File: src/rtl/timer_pkg.sv
// Shared definitions for the interval timer: FSM state encoding and helpers.
package timer_pkg;

    localparam int STATE_W = 2;

    localparam logic [STATE_W-1:0] ST_IDLE = 2'd0;
    localparam logic [STATE_W-1:0] ST_LOAD = 2'd1;
    localparam logic [STATE_W-1:0] ST_RUN  = 2'd2;
    localparam logic [STATE_W-1:0] ST_HOLD = 2'd3;

    typedef enum logic [STATE_W-1:0] {
        S_IDLE = ST_IDLE,
        S_LOAD = ST_LOAD,
        S_RUN  = ST_RUN,
        S_HOLD = ST_HOLD
    } state_t;

    function automatic logic is_busy(input state_t s);
        return (s != S_IDLE);
    endfunction

endpackage

File: src/rtl/updn_counter_core.sv
// N-bit up/down counter datapath; priority syn_clr > load > en.
module updn_counter_core #(
    parameter int N = 8
) (
    input  logic         clk,
    input  logic         reset,
    input  logic         syn_clr,
    input  logic         load,
    input  logic         en,
    input  logic         up,
    input  logic [N-1:0] d,
    output logic [N-1:0] q
);

    logic [N-1:0] q_reg;
    logic [N-1:0] q_next;

    always_comb begin
        q_next = q_reg;
        if (syn_clr) begin
            q_next = '0;
        end else if (load) begin
            q_next = d;
        end else if (en) begin
            q_next = up ? (q_reg + N'(1)) : (q_reg - N'(1));
        end
    end

    always_ff @(posedge clk) begin
        if (reset) begin
            q_reg <= '0;
        end else begin
            q_reg <= q_next;
        end
    end

    assign q = q_reg;

endmodule

File: src/rtl/interval_timer_ctrl.sv
// Programmable interval timer: FSM + prescaler sequencing an up/down counter core.
// Optional input capture register enabled by defining TIMER_CAPTURE_EN.
module interval_timer_ctrl
    import timer_pkg::*;
#(
    parameter int N    = 8,
    parameter int PS_W = 4
) (
    input  logic            clk,
    input  logic            reset,
    input  logic            start,
    input  logic            stop,
    input  logic            hold,
    input  logic            periodic,
    input  logic            dir_up,
    input  logic [N-1:0]    load_val,
    input  logic [PS_W-1:0] prescale,
`ifdef TIMER_CAPTURE_EN
    input  logic            capture,
    output logic [N-1:0]    cap_q,
`endif
    output logic            busy,
    output logic            done_tick,
    output logic [N-1:0]    q
);

    state_t          state_reg, state_next;
    logic [PS_W-1:0] ps_reg, ps_next;

    logic            periodic_reg;
    logic            dir_up_reg;
    logic [N-1:0]    load_val_reg;
    logic [PS_W-1:0] prescale_reg;

    logic [N-1:0]    term;
    logic [N-1:0]    start_val;
    logic [N-1:0]    eq_bits;
    logic            at_term;
    logic            active;
    logic            step_due;
    logic            cnt_clr;
    logic            cnt_load;
    logic            cnt_en;

    assign term      = dir_up_reg ? load_val_reg : '0;
    assign start_val = dir_up_reg ? '0 : load_val_reg;

    generate
        for (genvar gi = 0; gi < N; gi++) begin : g_term_cmp
            assign eq_bits[gi] = (q[gi] == term[gi]);
        end
    endgenerate

    assign at_term = &eq_bits;

    // HOLD with hold released counts immediately, so a hold of k cycles delays expiry by exactly k.
    assign active   = ((state_reg == S_RUN) || (state_reg == S_HOLD)) && !hold && !stop;
    assign step_due = active && (ps_reg == prescale_reg);

    assign done_tick = step_due && at_term && !reset;
    assign busy      = is_busy(state_reg);

    // Periodic reload happens on the expiry edge itself, avoiding a LOAD bubble.
    assign cnt_clr  = stop;
    assign cnt_load = (state_reg == S_LOAD) || (step_due && at_term && periodic_reg);
    assign cnt_en   = step_due && !at_term;

    always_comb begin
        state_next = state_reg;
        if (stop) begin
            state_next = S_IDLE;
        end else begin
            case (state_reg)
                S_IDLE: if (start) state_next = S_LOAD;
                S_LOAD: state_next = S_RUN;
                S_RUN, S_HOLD: begin
                    if (hold) begin
                        state_next = S_HOLD;
                    end else if (step_due && at_term && !periodic_reg) begin
                        state_next = S_IDLE;
                    end else begin
                        state_next = S_RUN;
                    end
                end
                default: state_next = S_IDLE;
            endcase
        end
    end

    always_comb begin
        ps_next = ps_reg;
        if (stop || (state_reg == S_LOAD)) begin
            ps_next = '0;
        end else if (active) begin
            ps_next = step_due ? '0 : (ps_reg + PS_W'(1));
        end
    end

    always_ff @(posedge clk) begin
        if (reset) begin
            state_reg <= S_IDLE;
            ps_reg    <= '0;
        end else begin
            state_reg <= state_next;
            ps_reg    <= ps_next;
        end
    end

    always_ff @(posedge clk) begin
        if (reset) begin
            periodic_reg <= 1'b0;
            dir_up_reg   <= 1'b0;
            load_val_reg <= '0;
            prescale_reg <= '0;
        end else if ((state_reg == S_IDLE) && start && !stop) begin
            periodic_reg <= periodic;
            dir_up_reg   <= dir_up;
            load_val_reg <= load_val;
            prescale_reg <= prescale;
        end
    end

    updn_counter_core #(
        .N(N)
    ) u_core (
        .clk     (clk),
        .reset   (reset),
        .syn_clr (cnt_clr),
        .load    (cnt_load),
        .en      (cnt_en),
        .up      (dir_up_reg),
        .d       (start_val),
        .q       (q)
    );

`ifdef TIMER_CAPTURE_EN
    logic [N-1:0] cap_reg;

    always_ff @(posedge clk) begin
        if (reset) begin
            cap_reg <= '0;
        end else if (capture) begin
            cap_reg <= q;
        end
    end

    assign cap_q = cap_reg;
`endif

endmodule

File: config.mk
export PLATFORM = sky130hd
export DESIGN_NAME = interval_timer_ctrl
export DESIGN_NICKNAME = d
export VERILOG_FILES = /design/src/rtl/timer_pkg.sv /design/src/rtl/updn_counter_core.sv /design/src/rtl/interval_timer_ctrl.sv
export SDC_FILE = /design/constraint.sdc
export NUM_CORES = 1
export LEC_CHECK = 0
export BUFFER_PORTS_ARGS = -buffer_cell sky130_fd_sc_hd__buf_4
export CORE_MARGIN = 1
export CORE_UTILIZATION = 30
export CTS_CLUSTER_DIAMETER = 50
export DETAILED_ROUTE_END_ITERATION = 16
export GPL_ROUTABILITY_DRIVEN = 0
export REMOVE_ABC_BUFFERS = 1
export SETUP_SLACK_MARGIN = 0.02
export SLEW_MARGIN = 25
export SYNTH_ARGS = -nofsm -noshare
export SYNTH_HDL_FRONTEND = slang
export SYNTH_HIERARCHICAL = 1
export SYNTH_SLANG_ARGS = --single-unit
File: constraint.sdc
create_clock -name clk -period 3.49 [get_ports clk]
set_clock_uncertainty 0.05 [all_clocks]
set_input_delay 0.5235 -clock clk [delete_from_list [all_inputs] [get_ports clk]]
set_output_delay 0.5235 -clock clk [all_outputs]
set_load 0.03 [all_outputs]
== Word-level counts from Yosys, hierarchy flattened ==
Cells that the tools add are included.

* Input bits: 19
* RAM bits: 0
* ROM bits: 0
* Bits in latches: 0
* Flip-flop bits (word level): 28
* Memories: 0
* Logic and storage cells: 58
* Output and inout bits: 10

* Multiplexer cells: 10
* Add/sub/neg operators: 3
* Bitwise operators: 0
* Eq/ne operators: 13
* Order comparisons: 0
* Reduce and logical (&&, ||, !) cells: 25
* Div/mod/pow operators: 0
* Shifts and indexed selects: 0
* Multipliers: 0

{| class="wikitable"
|+ Operators by type and width
! cell !! count
|-
| 8-bit 2-to-1 mux || 5
|-
| 1-bit logical AND || 10
|-
| 8-bit by 1-bit adder with 8-bit output, second input constant || 1
|-
| 1-bit equality test || 8
|-
| 8-bit AND reduction || 1
|-
| 8-bit by 1-bit subtractor with 8-bit output, second input constant || 1
|-
| 2-bit 2-to-1 mux || 3
|-
| 2-bit case mux with 3 select lines || 1
|-
| 2-bit OR reduction || 3
|-
| 1-bit logical NOT || 5
|-
| 4-bit by 1-bit adder with 4-bit output, second input constant || 1
|-
| 2-bit equality test, second input constant || 2
|-
| 4-bit equality test || 1
|-
| 4-bit 2-to-1 mux || 1
|-
| 2-bit nonzero test || 2
|-
| 1-bit logical OR || 3
|-
| 2-bit by 1-bit equality test with 1-bit output, second input constant || 1
|-
| 2-bit logical NOT || 1
|-
| 2-bit != test, second input constant || 1
|}

== Longest topological paths before layout ==
Gate-level depths: netlist (run 1).

* Depth in word-level cells: 10
* Gate-level depth with buffers: 11
* Gate-level depth less buffers: 9

== By module ==
Netlist (run 1), hierarchy kept.

{| class="wikitable"
|+ By module, submodules not included
! module !! sequential area each (um^2) !! times used !! area an instance (um^2) !! cells an instance
|-
| interval_timer_ctrl || 400.4 || 1 || 1089.8 || 144
|-
| updn_counter_core || 160.2 || 1 || 695.7 || 89
|}

== Least setup slack after synthesis (run 1) ==
OpenSTA, ideal clock, no wires.

* Kind: input to register
* Start: input stop
* End: register u_core.q_reg[4] (netlist: u_core/q[4])
* Arrival time: 2.335 ns
* Setup slack: 0.979 ns
* Data required time: 3.314 ns
* Library setup time: 0.126 ns
* Path buffers: 1
* Stages on the path: 8
* Path through: or3b_4 nor3_2 nand3_2 o31ai_1 clkbuf_1 nor3b_1 mux2i_1 a21oi_1

* Word-level cells in the longest chain between the ends: 7
* Elaborated cells on any way between the ends: 10
* Those cells by class: mux (1); reduce/logical (9)

{| class="wikitable"
|+ RTL lines
! item !! line !! RTL
|-
| from (decl) || interval_timer_ctrl.sv:12 || <nowiki>input logic stop,</nowiki>
|-
| 1-bit logical NOT * || interval_timer_ctrl.sv:57 || <nowiki>assign active = ((state_reg == S_RUN) || (state_reg == S_HOLD)) && !hold && !stop;</nowiki>
|-
| 1-bit logical AND * || interval_timer_ctrl.sv:57 ||
|-
| 1-bit logical AND * || interval_timer_ctrl.sv:58 || <nowiki>assign step_due = active && (ps_reg == prescale_reg);</nowiki>
|-
| 1-bit logical AND * (2 in series) || interval_timer_ctrl.sv:65 || <nowiki>assign cnt_load = (state_reg == S_LOAD) || (step_due && at_term && periodic_reg);</nowiki>
|-
| 1-bit logical OR * || interval_timer_ctrl.sv:65 ||
|-
| net cnt_load || interval_timer_ctrl.sv:42 || <nowiki>logic cnt_load;</nowiki>
|-
| 8-bit 2-to-1 mux or 2-bit nonzero test (tied branches) || -- ||
|-
| to (signal assigned) || updn_counter_core.sv:33 || <nowiki>q_reg <= q_next;</nowiki>
|-
| to (decl) || updn_counter_core.sv:15 || <nowiki>logic [N-1:0] q_reg;</nowiki>
|}

The timed path passes the listed nets; every way through them passes the cells marked *.
A chain may end at the register's enable or synchronous reset.

== Worst setup path after layout (run 1) ==
* Start: register dir_up_reg
* End: output done_tick

* Word-level cells in the longest chain between the ends: 5
* Elaborated cells on any way between the ends: 12
* Those cells by class: eq/ne (8); mux (1); reduce/logical (3)

{| class="wikitable"
|+ RTL lines
! item !! line !! RTL
|-
| from (decl) || interval_timer_ctrl.sv:31 || <nowiki>logic dir_up_reg;</nowiki>
|-
| from (signal assigned) || interval_timer_ctrl.sv:117 || <nowiki>dir_up_reg <= dir_up;</nowiki>
|-
| 8-bit 2-to-1 mux * || interval_timer_ctrl.sv:45 || <nowiki>assign term = dir_up_reg ? load_val_reg : '0;</nowiki>
|-
| 1-bit equality test || interval_timer_ctrl.sv:50 || <nowiki>assign eq_bits[gi] = (q[gi] == term[gi]);</nowiki>
|-
| 8-bit AND reduction * || interval_timer_ctrl.sv:54 || <nowiki>assign at_term = &eq_bits;</nowiki>
|-
| 1-bit logical AND * (2 in series) || interval_timer_ctrl.sv:60 || <nowiki>assign done_tick = step_due && at_term && !reset;</nowiki>
|-
| to (decl) || interval_timer_ctrl.sv:23 || <nowiki>output logic done_tick,</nowiki>
|}

Mark *: on every way between the ends. The rest lies on a longest branch, timed or not.

==> metrics.md, run 1 <==
| Metric | Value |
|---|---|
| FF-to-FF setup slack | 0.92 ns |
| Fmax | 377 MHz |
| First-pass GRT wire length | 7.11 mm |
| Unique masters post-synth | 45 |
| Drt wl/cell | 12.8 µm |
| RSZ-0062 raised after global routing | no |
| Final net count | 286 |
| Leakage | 0.809 nW |
| Worst R2R End | u_core/q[5]$_SDFFE_PP0P_ |
| I/O pins | 29 |
| Setup_tns | 0 ns |
| Setup violators final | 0 |
| Synth Cell Area | 1790 µm² |
| Status | complete, no violations |
| Die area | 6260 µm² |
| Cells after Synth | 233 |
| Via-per-instance ratio | 5.04 |
| P&R area growth vs syn | 19.7% |
| Worst path required time | 2.92 ns |
| Ratio of cells with drive above 1 in the final layout | 16.3% |
| Hpwl dp | 3.15 mm |
| Final hold vios | 0 |
| Post-synth EDFFs | 0 |
| Mean Syn Cell Area | 7.66 µm² |
| Pwr dens | 325 nW/µm² |
| Ys Warns | 6 |
| First-pass detailed-route iteration total | 4 |
| Max Transition Viols Final | 0 |
| Total Wirelength | 4.23 mm |
| Hold Buf Count CTS | 0 |
| Synth area leaders | dfxtp_1, nand2_1, a21oi_1 |
| ANT cells | 0 |
| Starting density of the core | 31.8% |
| Worst hold stages | 2 |
| Worst Hold Launch | periodic_reg$_SDFFE_PP0P_ |
| Peak VDD IR | 0.000137 V |
| Crit path launch type | flop |
| Reg clk slew, reported paths | 0.10 ns |
| CP Max Fanout | 10 |
| Post_cts resized | 0 |
| Async SR Flop Fraction | 0% |
| Worst-case hold path end point | periodic_reg$_SDFFE_PP0P_ |
| Sequential fraction of the synthesis area | 31.4% |
| Site Rows | 27 |
| Flops & latches, synth | 28 |
| Die width | 79.1 µm |
| Initial DRC count | 70 |
| Worst setup EP type | output pin |
| DRT antenna net count | 0 |
| Ys flop type | dfxtp_1 |
| Final min period | 2.65 ns |
| Number of remaining DRC errors | 0 |
| TritonCTS buffer count | 3 |
| Worst-Skew Late Latency | 0.28 ns |
| Die height | 79.1 µm |
| Share of the synthesized area in the top cell type | 31.4% |
| Crit path DAT | 2.08 ns |
| Routed via count | 1662 |
| CTS tree | built |
| Vias in the first global route | 1488 |
| Tot GR Track Use | 14.2% |
| Antenna violations before repair | 0 |
| Number of setup buffers added after CTS | 0 |
| GRT Residual Overflow | 0 |
| CTS Root Cell | clkbuf_8 |
| Max-cap violations | 0 |
| CTS H-tree lvls | 1 |
| Hold Crit Class | reg -> reg |
| Reg2Reg Depth | 10 |
| Period utilization | 76.0% |
| Reg2reg start | dir_up_reg$_SDFFE_PP0P_ |
| Rel. slew slack | 39.0% |
| Least-Margin Pin Slew | 0.910 ns |
| Clock buffer depth | 2 |
| CTS Sinks | 28 |
| Core ar. | 5610 µm² |
| I/O Buffers | 28 |
| Largest net degree at the start of global routing | 21 |
| Worst Path Class, Setup | reg -> out |
| Finished Core Util | 38.1% |
| Synth area leader | dfxtp_1 |
power breakdown:
group / leakage [nW] / internal (mW) / switching (mW) / total [mW]
logic: 0.546 / 0.0424 / 0.0537 / 0.0961
clock network: 0.0357 / 0.154 / 0.106 / 0.260
registers: 0.227 / 0.329 / 0.0109 / 0.340
total: 0.809 / 0.525 / 0.170 / 0.696
worst max path at each step:
stage,start,endpoint,slack [ns]
after floorplan,dir_up_reg$_SDFFE_PP0P_,u_core/q[4]$_SDFFE_PP0P_,0.29
after global placement,stop,u_core/q[5]$_SDFFE_PP0P_,0.89
after detailed placement,stop,u_core/q[5]$_SDFFE_PP0P_,0.80
after CTS,dir_up_reg$_SDFFE_PP0P_,done_tick,0.84
after global routing,dir_up_reg$_SDFFE_PP0P_,done_tick,0.62
final,dir_up_reg$_SDFFE_PP0P_,done_tick,0.84
cell type report:
class / instances / area [µm²]
Fill cell: 615 / 3470
Multi-Input combinational cell: 188 / 1160
Sequential cell: 28 / 561
Timing Repair Buffer: 31 / 233
Tap cell: 72 / 90.1
Clock buffer: 3 / 41.3
Clock inverter: 1 / 30.0
Inverter: 7 / 26.3
stage by stage:
| stage | instances | instance area [µm²] | setup slack [ns] | hold slack, ns | power (mW) |
|---|---|---|---|---|---|
| 3_5_place_dp | 326 | 2070 | 0.798 | 0.404 | 0.444 |
| 6_report | 330 | 2140 | 0.839 | 0.414 | 0.696 |
| 3_3_place_gp | 326 | 2070 | 0.886 | 0.393 | 0.443 |
| 2_1_floorplan | 223 | 1740 | 0.287 | 0.380 | 0.403 |
| 5_1_grt | 330 | 2140 | 0.621 | 0.410 | 0.730 |
| 4_1_cts | 330 | 2140 | 0.840 | 0.415 | 0.705 |
cell usage after synthesis, drive strengths merged (4+ instances only):
library cell	n
nand2	41
o21ai	10
nor2	17
nand3	8
inv	7
a21oi	28
nor3	4
nor2b	9
xnor2	8
a22oi	5
buf	4
clkbuf	6
xor2	5
ha	7
dfxtp	28
nand4	6
nor3b	5
per-layer routing:
layer  wire [µm]  GRT usage (%)
met4          18           2.73
met5           0              0
met1        2130           19.2
met3         129           2.53
met2        1950           23.6
cell usage in the layout (no fill, tap or decap), drive strengths merged, types with 4 or more instances in the layout:
cell,count
nor3b,5
o21ai,10
nor2,17
nor3,4
nand3,8
nand2,41
buf,31
nor2b,9
xor2,5
xnor2,8
a22oi,5
inv,7
nand4,6
a21oi,28
dfxtp,28
ha,7
critical path, cell delays in order (launching register included):
cell,delay (ns)
dfxtp_1,0.52
nor4bb_1,0.31
a22oi_1,0.11
a22oi_1,0.22
nand3_1,0.15
nor3_1,0.27
buf_4,0.21
cells by family (layout without fill, tap and decap cells):
family,count (synthesis),count (layout),synth area share [%]
simple gates,106,106,31.1
fa+ha+maj,8,8,6.03
mux,3,3,1.68
xor+xnor,13,13,6.38
flops,28,28,31.4
buf+inv,17,42,3.85
compound gates,58,58,19.6
No activity file was read; power rests on OpenSTA's default activity.
==> run 2: changes to the inputs <==
Settings changed: ABC_AREA set to 1.
Clock period 3.49 ns to 2.6 ns, I/O delays scaled along.
==> metrics.md, run 2 <==
| Metric | Value |
|---|---|
| P_sw | 0.250 mW (+47%) |
| Async SR Flop Fraction | 0% (unchanged) |
| Sequential fraction of the synthesis area | 30.9% (-0.48 points) |
| Mean Syn Cell Area | 6.50 µm² (-15%) |
| Number of setup buffers added after CTS | 0 (unchanged) |
| Antenna violations before repair | 0 (unchanged) |
| Least-Margin Pin Slew | 0.502 ns (-0.409 ns) |
| CTS tree | built |
| Proportion of power drawn by the clock network | 37.1% (-0.2 points) |
| Leakage | 0.978 nW (+21%) |
| CTS Sinks | 28 (unchanged) |
| Setup_tns | 0 ns (unchanged) |
| TritonCTS buffer count | 3 (unchanged) |
| Worst Path Class, Setup | reg -> out |
| Die width | 79.7 µm (+0.75%) |
| Synth cell count leaders | nand2_1, inv_1, dfxtp_1 |
| Die height | 79.7 µm (+0.75%) |
| Max Transition Viols Final | 0 (unchanged) |
| Hold_ws | 0.324 ns (-0.0901 ns) |
| Total Wirelength | 3.93 mm (-7.1%) |
| Core ar. | 5680 µm² (+1.2%) |
| Status | complete, no violations |
| CP Max Fanout | 18 (+8) |
| Peak VDD IR | 0.000275 V (+100%) |
| Number of remaining DRC errors | 0 (unchanged) |
| Post-synth EDFFs | 0 (unchanged) |
| Setup violators final | 0 (unchanged) |
| ANT cells | 0 (unchanged) |
| Crit path DAT | 1.65 ns (-0.43 ns) |
| Final net count | 335 (+17%) |
| First-pass GRT wire length | 6.77 mm (-4.8%) |
| Pwr dens | 447 nW/µm² (+37%) |
| Cells after Synth | 279 (+20%) |
| Clock buffer depth | 2 (unchanged) |
| Power share of the sequential group | 47.5% (-1.4 points) |
| Crit path launch type | flop |
| Via-per-instance ratio | 4.53 (-10%) |
| Crit path cell chain | buf_4 -> nand3_1 -> nand2_1 -> nand2_1 -> nor2_2 -> nand3_2 -> nor2_1 -> buf_4 |
| Site Rows | 27 (unchanged) |
| Critical Path Max Stage Delay | 0.34 ns (-0.18 ns) |
| Reg clk slew, reported paths | 0.10 ns (about the same) |
| Worst path required time | 2.16 ns (-0.76 ns) |
| FILL cells | 622 (+1.1%) |
| Internal Power | 0.713 mW (+36%) |
| RSZ-0062 raised after global routing | no |
| Worst setup EP type | output pin |
| Post_cts resized | 0 (unchanged) |
| Max-cap violations | 0 (unchanged) |
| Hold Buf Count CTS | 0 (unchanged) |
| Final min period | 2.09 ns |
| Area of the multi-input gates | 1020 µm² (-12%) |
| Synth area leader | dfxtp_1 |
| Rel. slew slack | 66.5% (+27 points) |
| Hold Crit Class | in -> reg |
| Initial DRC count | 54 (-23%) |
| CTS Root Cell | clkbuf_8 |
| Sw frac | 25.9% (+1.4 points) |
| Largest net degree at the start of global routing | 29 (+38%) |
| Routed via count | 1718 (+3.4%) |
| Drt wl/cell | 10.4 µm (-19%) |
| I/O pins | 29 (unchanged) |
| P&R area growth vs syn | 18.8% |
| Flops & latches, synth | 28 (unchanged) |
| Crit-path slowest cell | dfxtp_1 |
| Most frequent cells in the layout | nand2_1, inv_1, buf_4 |
| Most frequent cell after synthesis | nand2_1 |
| First-pass detailed-route iteration total | 4 (unchanged) |
| Share of the synthesized area in the top cell type | 30.9% (-0.48 points) |
| Fmax | 479 MHz |
| GRT Residual Overflow | 0 (unchanged) |
| Synth area leaders | dfxtp_1, nand2_1, inv_1 |
| CTS H-tree lvls | 1 (unchanged) |
| DRT antenna net count | 0 (unchanged) |
| Tot GR Track Use | 13.3% (-0.92 points) |
| Seq. cell area | 561 µm² (unchanged) |
| Period utilization | 80.3% |
| Synth Cell Area | 1810 µm² (+1.5%) |
| Vias in the first global route | 1539 (+3.4%) |
| Hpwl dp | 3.09 mm (-2.0%) |
| Starting density of the core | 31.9% (+0.11 points) |
| Unique masters post-synth | 32 (-29%) |
| Ys Warns | 6 (unchanged) |
| Worst-Skew Late Latency | 0.28 ns (about the same) |
| Combinational Power Share | 15.4% (+1.6 points) |
| Ys flop type | dfxtp_1 |
| Final hold vios | 0 (unchanged) |
| Commonest non-fill, non-tap cell in the layout | nand2_1 |
| I/O Buffers | 28 (unchanged) |
| Die area | 6360 µm² (+1.5%) |
| Ratio of cells with drive above 1 in the final layout | 15.6% (-0.64 points) |
[run 2: final cells by class]
type	count	share of cell area, %
multi-input combinational	196	47.3
sequential	28	26.0
timing repair buffer	31	10.8
inverter	48	8.36
tap	72	4.18
clock buffer	3	1.92
clock inverter	1	1.39
[run 2: final timing paths]
path	cells past startpoint	slack (ns)	from	end
worst max-delay path	8	0.51	dir_up_reg$_SDFFE_PP0P_	done_tick
worst min register to register	2	0.42	prescale_reg[1]$_SDFFE_PP0P_	prescale_reg[1]$_SDFFE_PP0P_
worst max register to register	14	0.59	dir_up_reg$_SDFFE_PP0P_	u_core/q[1]$_SDFFE_PP0P_
worst min-delay path	3	0.32	start	state_reg[0]$_SDFFE_PP0P_
[run 2: critical path, delay by kind of cell, from the launching register on]
family        cells  cell delay (ns)
flops             1             0.34
buf+inv           2             0.38
simple gates      6             0.64
[run 2: kinds of logic after synthesis]
family          count (synthesis)  synth area share (%)
compound gates                 49                  15.3
flops                          28                  30.9
xor+xnor                        4                  1.93
simple gates                  135                  33.1
buf+inv                        55                  12.8
fa+ha+maj                       8                  5.93
[run 2: layer usage]
layer	up-vias	track usage (%)	share of wire, %
met5	-	0	0
met4	0	4.29	1.6
met3	7	1.49	3.3
met2	33	22.3	45
met1	739	17.6	50
li1	939	-	-
[run 2: power groups by stage]
stage	clock network [mW]	logic (mW)	registers, mW
after floorplan	0	0.0903	0.472
after global placement	0	0.149	0.467
after detailed placement	0	0.149	0.468
after CTS	0.360	0.150	0.458
after global routing	0.376	0.170	0.460
final	0.357	0.148	0.458
[run 2: per-stage QoR]
stage	instance area (µm²)	instances	power (mW)	utilization, %	worst slack, ns
after CTS	2150	379	0.968	38.0	0.491
after detailed placement	2080	375	0.617	36.7	0.543
after global routing	2150	379	1.01	38.0	0.342
after global placement	2080	375	0.616	36.7	0.590
after floorplan	1760	272	0.562	-	0.491
final	2150	379	0.963	38.0	0.511
==> run 3: changes to the inputs <==
Clock period 2.6 ns to 1.7 ns, I/O delays scaled along.
==> metrics.md, run 3 (same netlist as run 2, synthesis figures left out) <==
| Metric | Value |
|---|---|
| Period utilization | 115% |
| CTS Sinks | 28 (unchanged) |
| Total Wirelength | 4.49 mm (+14%) |
| P&R area growth vs syn | 42.6% |
| Vias in the first global route | 1738 (+13%) |
| Crit-path slowest cell | dfxtp_4 |
| Final net count | 365 (+9.0%) |
| Failing checks | setup timing |
| First-pass detailed-route iteration total | 4 (unchanged) |
| CP top delay family | simple AND/OR/NAND/NOR gates |
| Leakage | 1.19 nW (+22%) |
| Crit path DAT | 1.65 ns (about the same) |
| CTS H-tree lvls | 1 (unchanged) |
| Clock buffer depth | 2 (unchanged) |
| Fmax | 511 MHz |
| Worst Path Class, Setup | reg -> out |
| RSZ-0062 raised after global routing | yes |
| Placed cells | 401 (+6.9%) |
| I/O Buffers | 28 (unchanged) |
| Worst-Skew Late Latency | 0.28 ns (about the same) |
| Reg clk slew, reported paths | 0.10 ns (about the same) |
| Hold Crit Class | in -> reg |
| Status | finished, violations left |
| Seq. cell area | 564 µm² (+0.67%) |
| I/O pins | 29 (unchanged) |
| Worst setup margin | -0.259 ns (-0.770 ns) |
| Die height | 79.7 µm (unchanged) |
| Worst path required time | 1.39 ns (-0.77 ns) |
| Core ar. | 5680 µm² (unchanged) |
| GRT Residual Overflow | 0 (unchanged) |
| FILL cells | 575 (-7.6%) |
| Crit path launch type | flop |
| Area of the multi-input gates | 1150 µm² (+13%) |
| Hold_ws | 0.193 ns (-0.131 ns) |
| Number of remaining DRC errors | 0 (unchanged) |
| ANT cells | 0 (unchanged) |
| Critical Path Max Stage Delay | 0.44 ns (+0.10 ns) |
| Drt wl/cell | 11.0 µm (+6.0%) |
| Die area | 6360 µm² (unchanged) |
| CP Buf/Inv Count | 3 (+1) |
| Die width | 79.7 µm (unchanged) |
| Routed via count | 1858 (+8.1%) |
| Placed cell areas | 2290 µm² (+10%) |
| Least-Margin Pin Slew | 0.387 ns (-0.115 ns) |
| Final min period | 1.96 ns |
| Peak VDD IR | 0.000419 V (+52%) |
| Rel. slew slack | 74.2% (+7.7 points) |
| Max Transition Viols Final | 0 (unchanged) |
| Pwr dens | 595 nW/µm² (+33%) |
| CTS Root Cell | clkbuf_8 |
| Worst setup EP type | output pin |
| Hold Buf Count CTS | 0 (unchanged) |
| Ratio of cells with drive above 1 in the final layout | 30.6% (+15 points) |
| Max-cap violations | 0 (unchanged) |
| Cell area after layout | 2580 µm² (+20%) |
| TritonCTS buffer count | 3 (unchanged) |
| Final hold vios | 0 (unchanged) |
| CTS tree | built |
| Starting density of the core | 31.9% (unchanged) |
| Hpwl dp | 3.27 mm (+5.9%) |
| Commonest non-fill, non-tap cell in the layout | nand2_1 |
| First-pass GRT wire length | 7.56 mm (+12%) |
| Site Rows | 27 (unchanged) |
| Antenna violations before repair | 0 (unchanged) |
| Via-per-instance ratio | 4.54 (+0.22%) |
| Pre-CTS setup slack | -0.174 ns (-0.718 ns) |
| Largest net degree at the start of global routing | 29 (unchanged) |
| Setup violators final | 9 (+9) |
| Crit path cell chain | buf_12 -> nand3_2 -> nand2_2 -> nand3_2 -> nor2_4 -> nand3_4 -> buf_6 -> nor2_4 -> buf_6 |
| Finished Layout Cells | 409 (+7.9%) |
| Initial DRC count | 83 (+54%) |
| CP Max Fanout | 7 (-11) |
| Most frequent cells in the layout | nand2_1, buf_4, inv_1 |
| DRT antenna net count | 0 (unchanged) |
| Tot GR Track Use | 14.9% (+1.6 points) |
## run 3: changes by cell type in the layout (fill, tap and decap cells not counted), sizes merged
cell / delta
buf: +30
## run 3: stage by stage
stage          utilization (%)  power (mW)  setup TNS (ns)
4_1_cts                   44.1        1.53           -2.26
3_3_place_gp              40.4       0.967          -0.758
3_5_place_dp              40.4       0.969           -1.08
5_1_grt                   45.5        1.61           -2.55
2_1_floorplan                -       0.859           -3.20
6_report                  45.5        1.54           -1.69
## run 3: metal layers
| metal | track usage [%] | wire [µm] |
|---|---|---|
| met5 | 0 | 0 |
| met1 | 19.3 | 2150 |
| met2 | 25.0 | 2080 |
| met3 | 1.60 | 146 |
| met4 | 5.89 | 107 |
## run 3: worst min-delay path, cell delays in order
cell,delay [ns]
buf_4,0.11
nand2_1,0.05
a21boi_0,0.06
## run 3: worst paths after layout
kind | start | end | slack [ns] | cells after the start
worst max register to register | dir_up_reg$_SDFFE_PP0P_ | u_core/q[1]$_SDFFE_PP0P_ | -0.22 | 15
worst max-delay path | dir_up_reg$_SDFFE_PP0P_ | done_tick | -0.26 | 9
worst min-delay path | start | state_reg[0]$_SDFFE_PP0P_ | 0.19 | 3
worst min register to register | prescale_reg[2]$_SDFFE_PP0P_ | prescale_reg[2]$_SDFFE_PP0P_ | 0.42 | 2
## run 3: final cells by class
| cell class | count | share of cell area, % |
|---|---|---|
| inverters | 48 | 7.16 |
| clock buffers | 3 | 1.60 |
| clock inverters | 1 | 1.16 |
| well taps | 72 | 3.48 |
| multi-input cells | 196 | 44.4 |
| repair buffers | 61 | 20.3 |
| flip-flops and latches | 28 | 21.8 |
## run 3: report_power, final
part / switching (mW) / total [mW] / internal [mW]
clock network: 0.221 / 0.537 / 0.316
logic: 0.157 / 0.295 / 0.138
registers: 0.0239 / 0.706 / 0.682
## run 3: what timing repair did
item / 4_1_cts / 5_1_grt
gates cloned: 2 / 0
buffers inserted: 2 / 0
endpoints found under the setup margin: 9 / 10
pin swaps: 6 / 14
gates resized for setup: 20 / 22
